## src/rtl/dpll_pkg.sv

```systemverilog
// ---------------------------------------------------------------------------
// dpll_pkg : shared widths, defaults, state encoding and divider helper
// Rev 1.0  : initial release
// ---------------------------------------------------------------------------
`default_nettype none

package dpll_pkg;

   localparam int unsigned PERIOD_W = 8;
   localparam int unsigned WDOG_W   = 10;

   localparam int unsigned DEF_DIV_MULT       = 5;
   localparam int unsigned DEF_NUM_MEAS       = 4;
   localparam int unsigned DEF_PERIOD_TOL     = 2;
   localparam int unsigned DEF_LOCK_CONFIRM   = 8;
   localparam int unsigned DEF_UNLOCK_CONFIRM = 4;
   localparam int unsigned DEF_ACQ_TIMEOUT    = 64;
   localparam int unsigned DEF_EDGE_TIMEOUT   = 1023;

   typedef enum logic [2:0] {
      IDLE     = 3'd0,
      MEASURE  = 3'd1,
      ACQUIRE  = 3'd2,
      TRACK    = 3'd3,
      HOLDOVER = 3'd4
   } dpllState_t;

   // Truncating divide by a constant; a zero result would stall the divider
   function automatic logic [PERIOD_W-1:0] calcDividerMax(
      input logic [PERIOD_W-1:0] period,
      input int unsigned         divMult
   );
      logic [PERIOD_W-1:0] quotient;
      quotient = period / PERIOD_W'(divMult);
      return (quotient == '0) ? PERIOD_W'(1) : quotient;
   endfunction

endpackage

`default_nettype wire

```

## src/rtl/dpll_period_qualifier.sv

```systemverilog
// ---------------------------------------------------------------------------
// dpll_period_qualifier : min/max spread check over a window of input edges
// Rev 1.0  : initial release
// ---------------------------------------------------------------------------
`default_nettype none

module dpll_period_qualifier
   import dpll_pkg::*;
#(
   parameter int unsigned NUM_MEAS   = DEF_NUM_MEAS,
   parameter int unsigned PERIOD_TOL = DEF_PERIOD_TOL
) (
   input  logic                MainClock,
   input  logic                ResetN,
   input  logic                clear,
   input  logic                sampleEdge,
   input  logic [PERIOD_W-1:0] periodCount,
   output logic                qualified,
   output logic [PERIOD_W-1:0] qualPeriod
);

   logic [3:0]          edgeCnt;
   logic [PERIOD_W-1:0] minQ;
   logic [PERIOD_W-1:0] maxQ;
   logic [PERIOD_W-1:0] minNext;
   logic [PERIOD_W-1:0] maxNext;
   logic                lastEdge;

   always_comb begin
      minNext    = (edgeCnt == '0 || periodCount < minQ) ? periodCount : minQ;
      maxNext    = (edgeCnt == '0 || periodCount > maxQ) ? periodCount : maxQ;
      lastEdge   = (edgeCnt == 4'(NUM_MEAS - 1));
      qualified  = sampleEdge && (periodCount != '0) && lastEdge &&
                   ((maxNext - minNext) <= PERIOD_W'(PERIOD_TOL));
      qualPeriod = periodCount;
   end

   // A zero period or a completed window (pass or fail) starts a fresh window
   always_ff @(posedge MainClock or negedge ResetN) begin
      if (!ResetN) begin
         edgeCnt <= '0;
         minQ    <= '0;
         maxQ    <= '0;
      end else if (clear) begin
         edgeCnt <= '0;
         minQ    <= '0;
         maxQ    <= '0;
      end else if (sampleEdge) begin
         if (periodCount == '0 || lastEdge) begin
            edgeCnt <= '0;
         end else begin
            edgeCnt <= edgeCnt + 4'd1;
            minQ    <= minNext;
            maxQ    <= maxNext;
         end
      end
   end

endmodule

`default_nettype wire

```

## src/rtl/dpll_lock_controller.sv

```systemverilog
// ---------------------------------------------------------------------------
// dpll_lock_controller : DPLL measure/acquire/track sequencer with watchdog
// Optional LockLossCount output when DPLL_LOCK_STATS_EN is defined. Rev 1.0
// ---------------------------------------------------------------------------
`default_nettype none

module dpll_lock_controller
   import dpll_pkg::*;
#(
   parameter int unsigned DIV_MULT       = DEF_DIV_MULT,
   parameter int unsigned NUM_MEAS       = DEF_NUM_MEAS,
   parameter int unsigned PERIOD_TOL     = DEF_PERIOD_TOL,
   parameter int unsigned LOCK_CONFIRM   = DEF_LOCK_CONFIRM,
   parameter int unsigned UNLOCK_CONFIRM = DEF_UNLOCK_CONFIRM,
   parameter int unsigned ACQ_TIMEOUT    = DEF_ACQ_TIMEOUT,
   parameter int unsigned EDGE_TIMEOUT   = DEF_EDGE_TIMEOUT
) (
   input  logic                MainClock,
   input  logic                ResetN,
   input  logic                Enable,
   input  logic                InputSignalEdge,
   input  logic                Lock,
   input  logic [PERIOD_W-1:0] PeriodCount,
   output logic [PERIOD_W-1:0] DividerMax,
   output logic                LoopEnable,
   output logic                FastMode,
   output logic                Locked,
   output logic                LossOfLock,
   output logic [2:0]          State
`ifdef DPLL_LOCK_STATS_EN
   ,
   output logic [7:0]          LockLossCount
`endif
);

   dpllState_t          state;
   dpllState_t          stateNext;
   logic [7:0]          confirmCnt;
   logic [7:0]          missCnt;
   logic [7:0]          acqEdgeCnt;
   logic [WDOG_W-1:0]   wdog;
   logic [7:0]          confirmNext;
   logic [7:0]          missNext;
   logic [7:0]          acqEdgeNext;
   logic [WDOG_W-1:0]   wdogNext;
   logic                wdogActive;
   logic                lossEvent;
   logic                loadDiv;
   logic                qualClear;
   logic                qualified;
   logic [PERIOD_W-1:0] qualPeriod;

   assign qualClear = (state != MEASURE) || (stateNext != MEASURE);

   dpll_period_qualifier #(
      .NUM_MEAS   (NUM_MEAS),
      .PERIOD_TOL (PERIOD_TOL)
   ) uQualifier (
      .MainClock   (MainClock),
      .ResetN      (ResetN),
      .clear       (qualClear),
      .sampleEdge  (InputSignalEdge),
      .periodCount (PeriodCount),
      .qualified   (qualified),
      .qualPeriod  (qualPeriod)
   );

   always_comb begin
      stateNext   = state;
      lossEvent   = 1'b0;
      loadDiv     = 1'b0;
      wdogActive  = (state == MEASURE) || (state == ACQUIRE) || (state == TRACK);
      wdogNext    = InputSignalEdge ? '0 :
                    ((wdog == '1) ? wdog : wdog + WDOG_W'(1));
      confirmNext = Lock ? confirmCnt + 8'd1 : 8'd0;
      missNext    = Lock ? 8'd0 : missCnt + 8'd1;
      acqEdgeNext = acqEdgeCnt + 8'd1;

      case (state)
         IDLE:     stateNext = MEASURE;
         MEASURE: begin
            if (qualified) begin
               stateNext = ACQUIRE;
               loadDiv   = 1'b1;
            end
         end
         ACQUIRE: begin
            if (InputSignalEdge) begin
               if (confirmNext == 8'(LOCK_CONFIRM))
                  stateNext = TRACK;
               else if (acqEdgeNext == 8'(ACQ_TIMEOUT))
                  stateNext = MEASURE;
            end
         end
         TRACK: begin
            if (InputSignalEdge && missNext == 8'(UNLOCK_CONFIRM)) begin
               stateNext = ACQUIRE;
               lossEvent = 1'b1;
            end
         end
         HOLDOVER: begin
            if (InputSignalEdge)
               stateNext = MEASURE;
         end
         default:  stateNext = IDLE;
      endcase

      if (wdogActive && wdogNext == WDOG_W'(EDGE_TIMEOUT)) begin
         stateNext = HOLDOVER;
         lossEvent = 1'b0;
         loadDiv   = 1'b0;
      end

      if (!Enable) begin
         stateNext = IDLE;
         lossEvent = 1'b0;
         loadDiv   = 1'b0;
      end
   end

   // Mode outputs are decoded from the next state so they move with State
   always_ff @(posedge MainClock or negedge ResetN) begin
      if (!ResetN) begin
         state      <= IDLE;
         confirmCnt <= '0;
         missCnt    <= '0;
         acqEdgeCnt <= '0;
         wdog       <= '0;
         DividerMax <= '0;
         LoopEnable <= 1'b0;
         FastMode   <= 1'b1;
         Locked     <= 1'b0;
         LossOfLock <= 1'b0;
      end else begin
         state      <= stateNext;
         LoopEnable <= (stateNext == ACQUIRE) || (stateNext == TRACK);
         FastMode   <= (stateNext != TRACK);
         Locked     <= (stateNext == TRACK);
         LossOfLock <= lossEvent;
         if (loadDiv)
            DividerMax <= calcDividerMax(qualPeriod, DIV_MULT);

         if (stateNext != state) begin
            confirmCnt <= '0;
            missCnt    <= '0;
            acqEdgeCnt <= '0;
            wdog       <= '0;
         end else begin
            if (wdogActive)
               wdog <= wdogNext;
            if (InputSignalEdge && state == ACQUIRE) begin
               confirmCnt <= confirmNext;
               acqEdgeCnt <= acqEdgeNext;
            end
            if (InputSignalEdge && state == TRACK)
               missCnt <= missNext;
         end
      end
   end

   assign State = state;

`ifdef DPLL_LOCK_STATS_EN
   always_ff @(posedge MainClock or negedge ResetN) begin
      if (!ResetN)
         LockLossCount <= '0;
      else if ((lossEvent || (stateNext == HOLDOVER && state != HOLDOVER)) &&
               LockLossCount != 8'hFF)
         LockLossCount <= LockLossCount + 8'd1;
   end
`endif

endmodule

`default_nettype wire

```

## config.mk

```make
export PLATFORM = sky130hd
export DESIGN_NAME = dpll_lock_controller
export DESIGN_NICKNAME = d
export VERILOG_FILES = /design/src/rtl/dpll_pkg.sv /design/src/rtl/dpll_period_qualifier.sv /design/src/rtl/dpll_lock_controller.sv
export SDC_FILE = /design/constraint.sdc
export NUM_CORES = 1
export LEC_CHECK = 0
export BUFFER_PORTS_ARGS = -buffer_cell sky130_fd_sc_hd__buf_4
export CAP_MARGIN = 20
export CORE_UTILIZATION = 40
export CTS_CLUSTER_SIZE = 16
export DETAILED_ROUTE_END_ITERATION = 10
export RECOVER_POWER = 25
export SETUP_SLACK_MARGIN = 0.4
export SYNTH_ARGS = -nofsm -noshare
export SYNTH_HDL_FRONTEND = slang
export SYNTH_SLANG_ARGS = --single-unit
```

## constraint.sdc

```tcl
create_clock -name MainClock -period 5.5 [get_ports MainClock]
set_clock_uncertainty 0.1 [all_clocks]
set_input_delay 0.275 -clock MainClock [delete_from_list [all_inputs] [get_ports MainClock]]
set_output_delay 0.275 -clock MainClock [all_outputs]
set_load 0.05 [all_outputs]
```

* Word level (Yosys, flattened, before mapping)
Index checks and enable logic that the tools add are counted.
** Cells by class
- Divide/modulo/power cells :: 1
- Equality and inequality tests :: 17
- Magnitude comparators :: 3
- Add/subtract/negate cells :: 6
- Reduce and logical (&&, ||, !) cells :: 24
- Muxes and demuxes :: 41
** Operators with widths (number)
- 8-bit two-way mux :: 17
- 10-bit two-way mux :: 4
- 8-bit by 1-bit adder with 8-bit output (second input constant) :: 3
- 3-bit two-way mux :: 8
- 10-bit == test (second input constant) :: 2
- 8-bit logical NOT :: 2
- 3-bit case mux with 5 select lines :: 1
- 3-bit by 2-bit == test with 1-bit output (second input constant) :: 4
- 4-bit two-way mux :: 3
- 10-bit by 1-bit adder with 10-bit output (second input constant) :: 1
- 8-bit by 3-bit divider with 8-bit output (second input constant) :: 1
- 8-bit by 3-bit == test with 1-bit output (second input constant) :: 1
- 8-bit by 4-bit == test with 1-bit output (second input constant) :: 1
- 8-bit by 7-bit == test with 1-bit output (second input constant) :: 1
- 8-bit > comparator :: 1
- 8-bit by 2-bit less-or-equal comparator with 1-bit output (second input constant) :: 1
- 8-bit < comparator :: 1
- 1-bit two-way mux :: 8
- 2-bit nonzero test :: 4
- 8-bit nonzero test :: 1
- 8-bit subtractor :: 1
- 1-bit logical AND :: 7
- 1-bit logical OR :: 7
- 3-bit by 1-bit inequality test with 1-bit output (second input constant) :: 2
- other kinds (10) :: 10
** Word-level totals
- Bits of input ports :: 13
- Word-level logic and storage cells :: 105
- Output and inout port bits :: 15
- Register bits after elaboration :: 69

* Depth between registers and ports, before layout
- Depth after elaboration :: 14
- Depth in mapped cells :: 21
- Gate-level depth less buffers :: 20

* Cells and area by module
A second synthesis with hierarchy kept.
** Second synthesis, totals
- Cells, all modules :: 689
- Area, all modules :: 5667.9 µm²
** Modules (own cells, without submodules)
- dpll_lock_controller :: cells an instance 465, sequential area each 1177.4 µm², instances 1, area each 3726.1 µm²
- dpll_period_qualifier :: cells an instance 224, sequential area each 500.5 µm², instances 1, area each 1941.9 µm²

* Worst setup path after synthesis
OpenSTA, ideal clock, no wires.
- Path kind :: reg-to-reg
- Start point :: reg uQualifier.maxQ[6]
- End point :: reg missCnt[4]
- Cell stages (with the launch flop) :: 20
- Buffers on the path :: 2
- Clock period less this slack :: 4.460 ns
- Library setup time :: 0.134 ns
- Setup slack :: 1.040 ns
- Data required time :: 5.266 ns
- Arrival time :: 4.226 ns
- Cell sequence :: dfrtp_1 -> inv_1 -> ha_1 -> a21o_1 -> a21oi_1 -> o2111ai_1 -> nand2_1 -> clkbuf_1 -> mux2i_1 -> ha_1 -> inv_1 -> fa_1 -> a21o_1 -> a21oi_1 -> a22oi_1 -> or4_4 -> a211o_2 -> a21oi_2 -> buf_4 -> nor3_1
** Between the ends
- Word-level cells in the longest chain between the ends :: 12
- Elaborated cells on any way between the ends :: 13
- Those cells by class :: add/sub (1); order compare (2); eq/ne (1); mux (6); reduce/logical (3)
** RTL lines
- from (decl) :: RTL line dpll_period_qualifier.sv:24 : logic [PERIOD_W-1:0] maxQ;
- from (signal assigned) :: RTL line dpll_period_qualifier.sv:54 : maxQ <= maxNext;
- 8-bit > comparator :: RTL line dpll_period_qualifier.sv:31 : maxNext = (edgeCnt == '0 || periodCount > maxQ) ? periodCount : maxQ;
- 1-bit logical OR :: RTL line dpll_period_qualifier.sv:31
- 8-bit two-way mux * :: RTL line dpll_period_qualifier.sv:31
- 8-bit subtractor * :: RTL line dpll_period_qualifier.sv:34 : ((maxNext - minNext) <= PERIOD_W'(PERIOD_TOL));
- 8-bit by 2-bit less-or-equal comparator with 1-bit output * :: RTL line dpll_period_qualifier.sv:34
- 1-bit logical AND * :: RTL line dpll_period_qualifier.sv:33 : qualified = sampleEdge && (periodCount != '0) && lastEdge &&
- 3-bit two-way mux * :: RTL line dpll_lock_controller.sv:82 : if (qualified) begin
- 3-bit case mux with 5 select lines * :: RTL line dpll_lock_controller.sv:79 : case (state)
- 3-bit two-way mux * :: RTL line dpll_lock_controller.sv:108 : if (wdogActive && wdogNext == WDOG_W'(EDGE_TIMEOUT)) begin
- 3-bit two-way mux * :: RTL line dpll_lock_controller.sv:114 : if (!Enable) begin
- 3-bit inequality test * :: RTL line dpll_lock_controller.sv:143 : if (stateNext != state) begin
- 8-bit two-way mux or 2-bit nonzero test (tied branches)
- to (signal assigned) :: RTL line dpll_lock_controller.sv:156 : missCnt <= missNext;
- to (decl) :: RTL line dpll_lock_controller.sv:39 : logic [7:0] missCnt;
Mark *: on every way between the ends. The rest lies on a longest branch, timed or not.
A chain may end at the register's enable or synchronous reset.

* Worst setup path in the final report
- Start point :: reg uQualifier.edgeCnt[0]
- End point :: reg missCnt[1]
** Between the ends
- Word-level cells in the longest chain between the ends :: 12
- Elaborated cells on any way between the ends :: 17
- Those cells by class :: add/sub (1); order compare (1); eq/ne (2); mux (7); reduce/logical (6)
** RTL lines
- from (decl) :: RTL line dpll_period_qualifier.sv:22 : logic [3:0] edgeCnt;
- from (signal assigned) :: RTL line dpll_period_qualifier.sv:52 : edgeCnt <= edgeCnt + 4'd1;
- 4-bit logical NOT :: RTL line dpll_period_qualifier.sv:30, dpll_period_qualifier.sv:31
- 1-bit logical OR, on equally long branches :: RTL line dpll_period_qualifier.sv:31, dpll_period_qualifier.sv:30
- 8-bit two-way mux, on equally long branches :: RTL line dpll_period_qualifier.sv:31, dpll_period_qualifier.sv:30
- 8-bit subtractor :: RTL line dpll_period_qualifier.sv:34
- 8-bit by 2-bit less-or-equal comparator with 1-bit output :: RTL line dpll_period_qualifier.sv:34
- 1-bit logical AND * :: RTL line dpll_period_qualifier.sv:33
- 3-bit two-way mux * :: RTL line dpll_lock_controller.sv:82
- 3-bit case mux with 5 select lines * :: RTL line dpll_lock_controller.sv:79
- 3-bit two-way mux * :: RTL line dpll_lock_controller.sv:108
- 3-bit two-way mux * :: RTL line dpll_lock_controller.sv:114
- 3-bit inequality test * :: RTL line dpll_lock_controller.sv:143
- 8-bit two-way mux or 2-bit nonzero test (tied branches)
Marked as above.

==> run_results.csv <==
group,metric,value,unit
outcome,status,"finished with violations",
outcome,violations,"DRC, capacitance limit, slew limit",
timing,finalSetupViolations,0,
setup_path,crit_start,"uQualifier.edgeCnt[0]$_DFFE_PN0P_",
clocking,clock-sinks,67,
routing,wl_per_cell,15.5,um
final_layout,n_antenna_cell,0,
clocking,cts_tree,"built",
routing,drt-total-wl,13000,um
setup_path,crit_type,"register to register",
setup_path,cp_data_arrival_time,4.90,ns
floorplanning,core_area,0.0132,mm^2
synth,yosys.area.top_type,"dfrtp_1",
placed_design,hpwl,9230,um
grt,grt_usage,0.195,
grt,grt_overflow,0,
clocking,cts_max_path_buffers,2,
routing,vias_per_cell,5.81,
routing,initialDrtViolationCount,442,
synth,yosys_warnings,0,
grt,grt_pass1_vias,4622,
timing,fmaxAchievable,209,MHz
timing,post-route-min-period,4.79,ns
placed_design,gp_congestion,0.898,
setup_path,endpoint_kind,"register",
clocking,clk_pin_slew,0.06,ns
floorplanning,io_pins,28,
final_layout,areaGrowthSynthToFinish,9.77,%
pwr,p_leak,2.44,nW
synth,ys_seq_area_frac,0.310,
setup_path,startpoint_type,"register",
routing,drtAntennaViolNets,0,
floorplanning,die_area,0.0140,mm^2
synth,yosys.area.top_type_share,0.305,
grt,antenna_found_initial,0,
synth,synth_area,0.00542,mm^2
final_layout,final_nets,701,
synth,syn_inst,657,
clocking,cts_max_level,3,
timing,period_share,0.871,
floorplanning,die_w,118,um
pwr,design_power_total,0.00132,W
synth,ys_seq_elements,67,
routing,dr.pass1.iters,8,
setup_path,worstReg2RegStart,"uQualifier.edgeCnt[0]$_DFFE_PN0P_",
clocking,clock_latency,0.34,ns
worst_hold_path,worstHoldStart,"Enable",
final_layout,design_area,0.00595,mm^2
grt,grt_first_pass_wirelength,22300,um
floorplanning,die_h,118,um
routing,num_vias,4872,
pwr,vdd_ir_drop_max,0.113,mV
routing,drc,1,
placed_design,placed_area,0.00565,mm^2
timing,setup-tns-final,0,ns
setup_path,critPathMaxFanout,25,
worst_hold_path,holdPathStages,2,
final_layout,final.fill_count,1320,
setup_path,critical_path_required,5.61,ns
final_layout,drive_above_1_share,0.121,
floorplanning,start_util,0.409,
setup_path,r2r_cells,18,
placed_design,port-buffer-count,25,
clocking,cts_made_buffers,9,
synth,synth-edff-count,0,
timing,max_slew_margin,-1.38,
grt,grt_max_degree,68,
synth,ys_top_cells_by_area,"dfrtp_1 30%, ha_1 6.9%, nor3_1 6.0%",
placed_design,placed_cells,819,
pwr,power_density,222,mW/mm^2
timing,worst_slack,0.708,ns
synth,synth_cell_types,81,
placed_design,place_ws,0.558,ns
clocking,root_buffer,"clkbuf_16",
final_layout,stdcell_count,838,
timing,slew_viol_final,68,
job,maxCapViolCount,1,
timing,hold_viol,0,
floorplanning,rows,42,
worst_hold_path,hp-class,"primary input to register",
timing,grt_setup_unrepaired,"false",
synth,async_flop_share,1.00,
synth,syn_avg_cell_area,8.25,um^2
timing,tightest_slew,3.58,ns
synth,synth_ff_type,"dfrtp_1",
[synthesized netlist by cell type (all sizes together), types with 3 or more instances]
master / number
nor4b: 5
inv: 34
nand2b: 8
a21oi: 60
and4: 6
nor3: 65
nand4b: 6
mux2i: 17
o21ai: 29
nand3: 21
buf: 14
o22ai: 4
nor2b: 7
mux2: 13
a211oi: 4
nor2: 59
xor2: 8
a41oi: 3
ha: 30
clkbuf: 29
and3: 6
xnor2: 7
dfrtp: 66
a2111oi: 9
a21o: 12
a21boi: 3
or2: 14
nand2: 38
o211ai: 5
a22oi: 9
or3: 4
or4: 3
nand4: 7
nor3b: 4
a31oi: 5
[worst paths after layout]
kind / slack, ns / end
worst min register to register: 0.42 / DividerMax[0]$_DFFE_PN0P_
worst min-delay path: 0.11 / LossOfLock$_DFF_PN0_
min in group asynchronous: 1.59 / wdog[2]$_DFFE_PN0P_
worst max-delay path: 0.71 / missCnt[1]$_DFFE_PN0P_
worst max register to register: 0.71 / missCnt[1]$_DFFE_PN0P_
max in group asynchronous: 1.68 / uQualifier.edgeCnt[3]$_DFFE_PN0P_
[kinds of logic (layout without fill, tap and decap cells)]
logic type | count (synthesis) | after routing | synth area share
other | 1 | 2 | 0.000692
AND/OR/NAND/NOR | 266 | 266 | 0.265
adder cells (fa/ha/maj) | 33 | 33 | 0.0767
buffers and inverters | 78 | 82 | 0.0610
flip-flops | 67 | 67 | 0.310
multiplexers | 30 | 30 | 0.0584
AO/OA/AOI/OAI | 167 | 167 | 0.204
XOR/XNOR | 15 | 15 | 0.0242
[what timing repair did]
action,4_1_cts,5_1_grt
endpoints found under the setup margin,0,29
gates resized for setup,0,2
hold endpoints to repair,59,0
hold buffers,1,0
setup buffers,0,2
[power by group]
part	internal (W)	total, W	switching (W)
Sequential	0.000499	0.000505	0.00000631
Combinational	0.0000854	0.000230	0.000144
Clock	0.000356	0.000586	0.000230
Total	0.000940	0.00132	0.000381
[layout make-up]
type,count,area [um^2],area share
Tap cell,176,220,0.0370
Clock inverter,6,72.6,0.0122
Inverter,35,131,0.0221
Multi-Input combinational cell,513,3420,0.575
Timing Repair Buffer,31,198,0.0332
Clock buffer,10,229,0.0385
Sequential cell,67,1680,0.282
[state kept, by name, indices dropped and copies added, names as in the netlist, 3 cells and up]
name	flops
wdog	10
acqEdgeCnt	8
confirmCnt	8
missCnt	8
uQualifier.maxQ	8
uQualifier.minQ	8
DividerMax	6
uQualifier.edgeCnt	4
State	3
[worst max-delay path: stages, from the launching register on]
cell and delay (ns):
dfrtp_1 0.42, inv_1 0.08, ha_1 0.13, or3b_4 0.43, nor4b_4 0.16, a31oi_4 0.17, nand2_2 0.08, buf_4 0.17
o21ai_0 0.53, ha_1 0.34, nor2b_1 0.14, o211ai_1 0.18, a21oi_1 0.12, xor2_1 0.15, or4_4 0.58, nand4b_1 0.26
a21oi_2 0.19, buf_4 0.29, nor3_1 0.11
[routing by layer]
layer	global-route usage	part of all wire	wire length (um)
met1	0.257	0.46	6030
met2	0.318	0.48	6220
met3	0.0386	0.046	602
met4	0.0680	0.014	184
met5	0	0	0
[stage by stage]
step / utilization / hold slack [ns]
finish: 0.449 / 0.105
global route: 0.449 / 0.105
CTS: 0.450 / 0.0953
detailed placement: 0.427 / 0.349
global placement: 0.427 / 0.349
floorplan: - / -0.121
[cells in the final DEF, fill, tap and decap left out, types with 8 or more instances in the layout]
master,count
o21ai_0,29
buf_4,20
dfrtp_1,66
nand2_1,37
nor3_1,65
inv_1,34
clkbuf_1,11
ha_1,30
nand3_1,20
xor2_1,8
clkbuf_16,9
nor2_1,58
nand2b_1,8
a21o_1,12
mux2i_1,17
a2111oi_0,9
a21oi_1,59
or2_2,13
a22oi_1,9
mux2_2,13
Note: power is estimated with default switching activity, not from simulation.
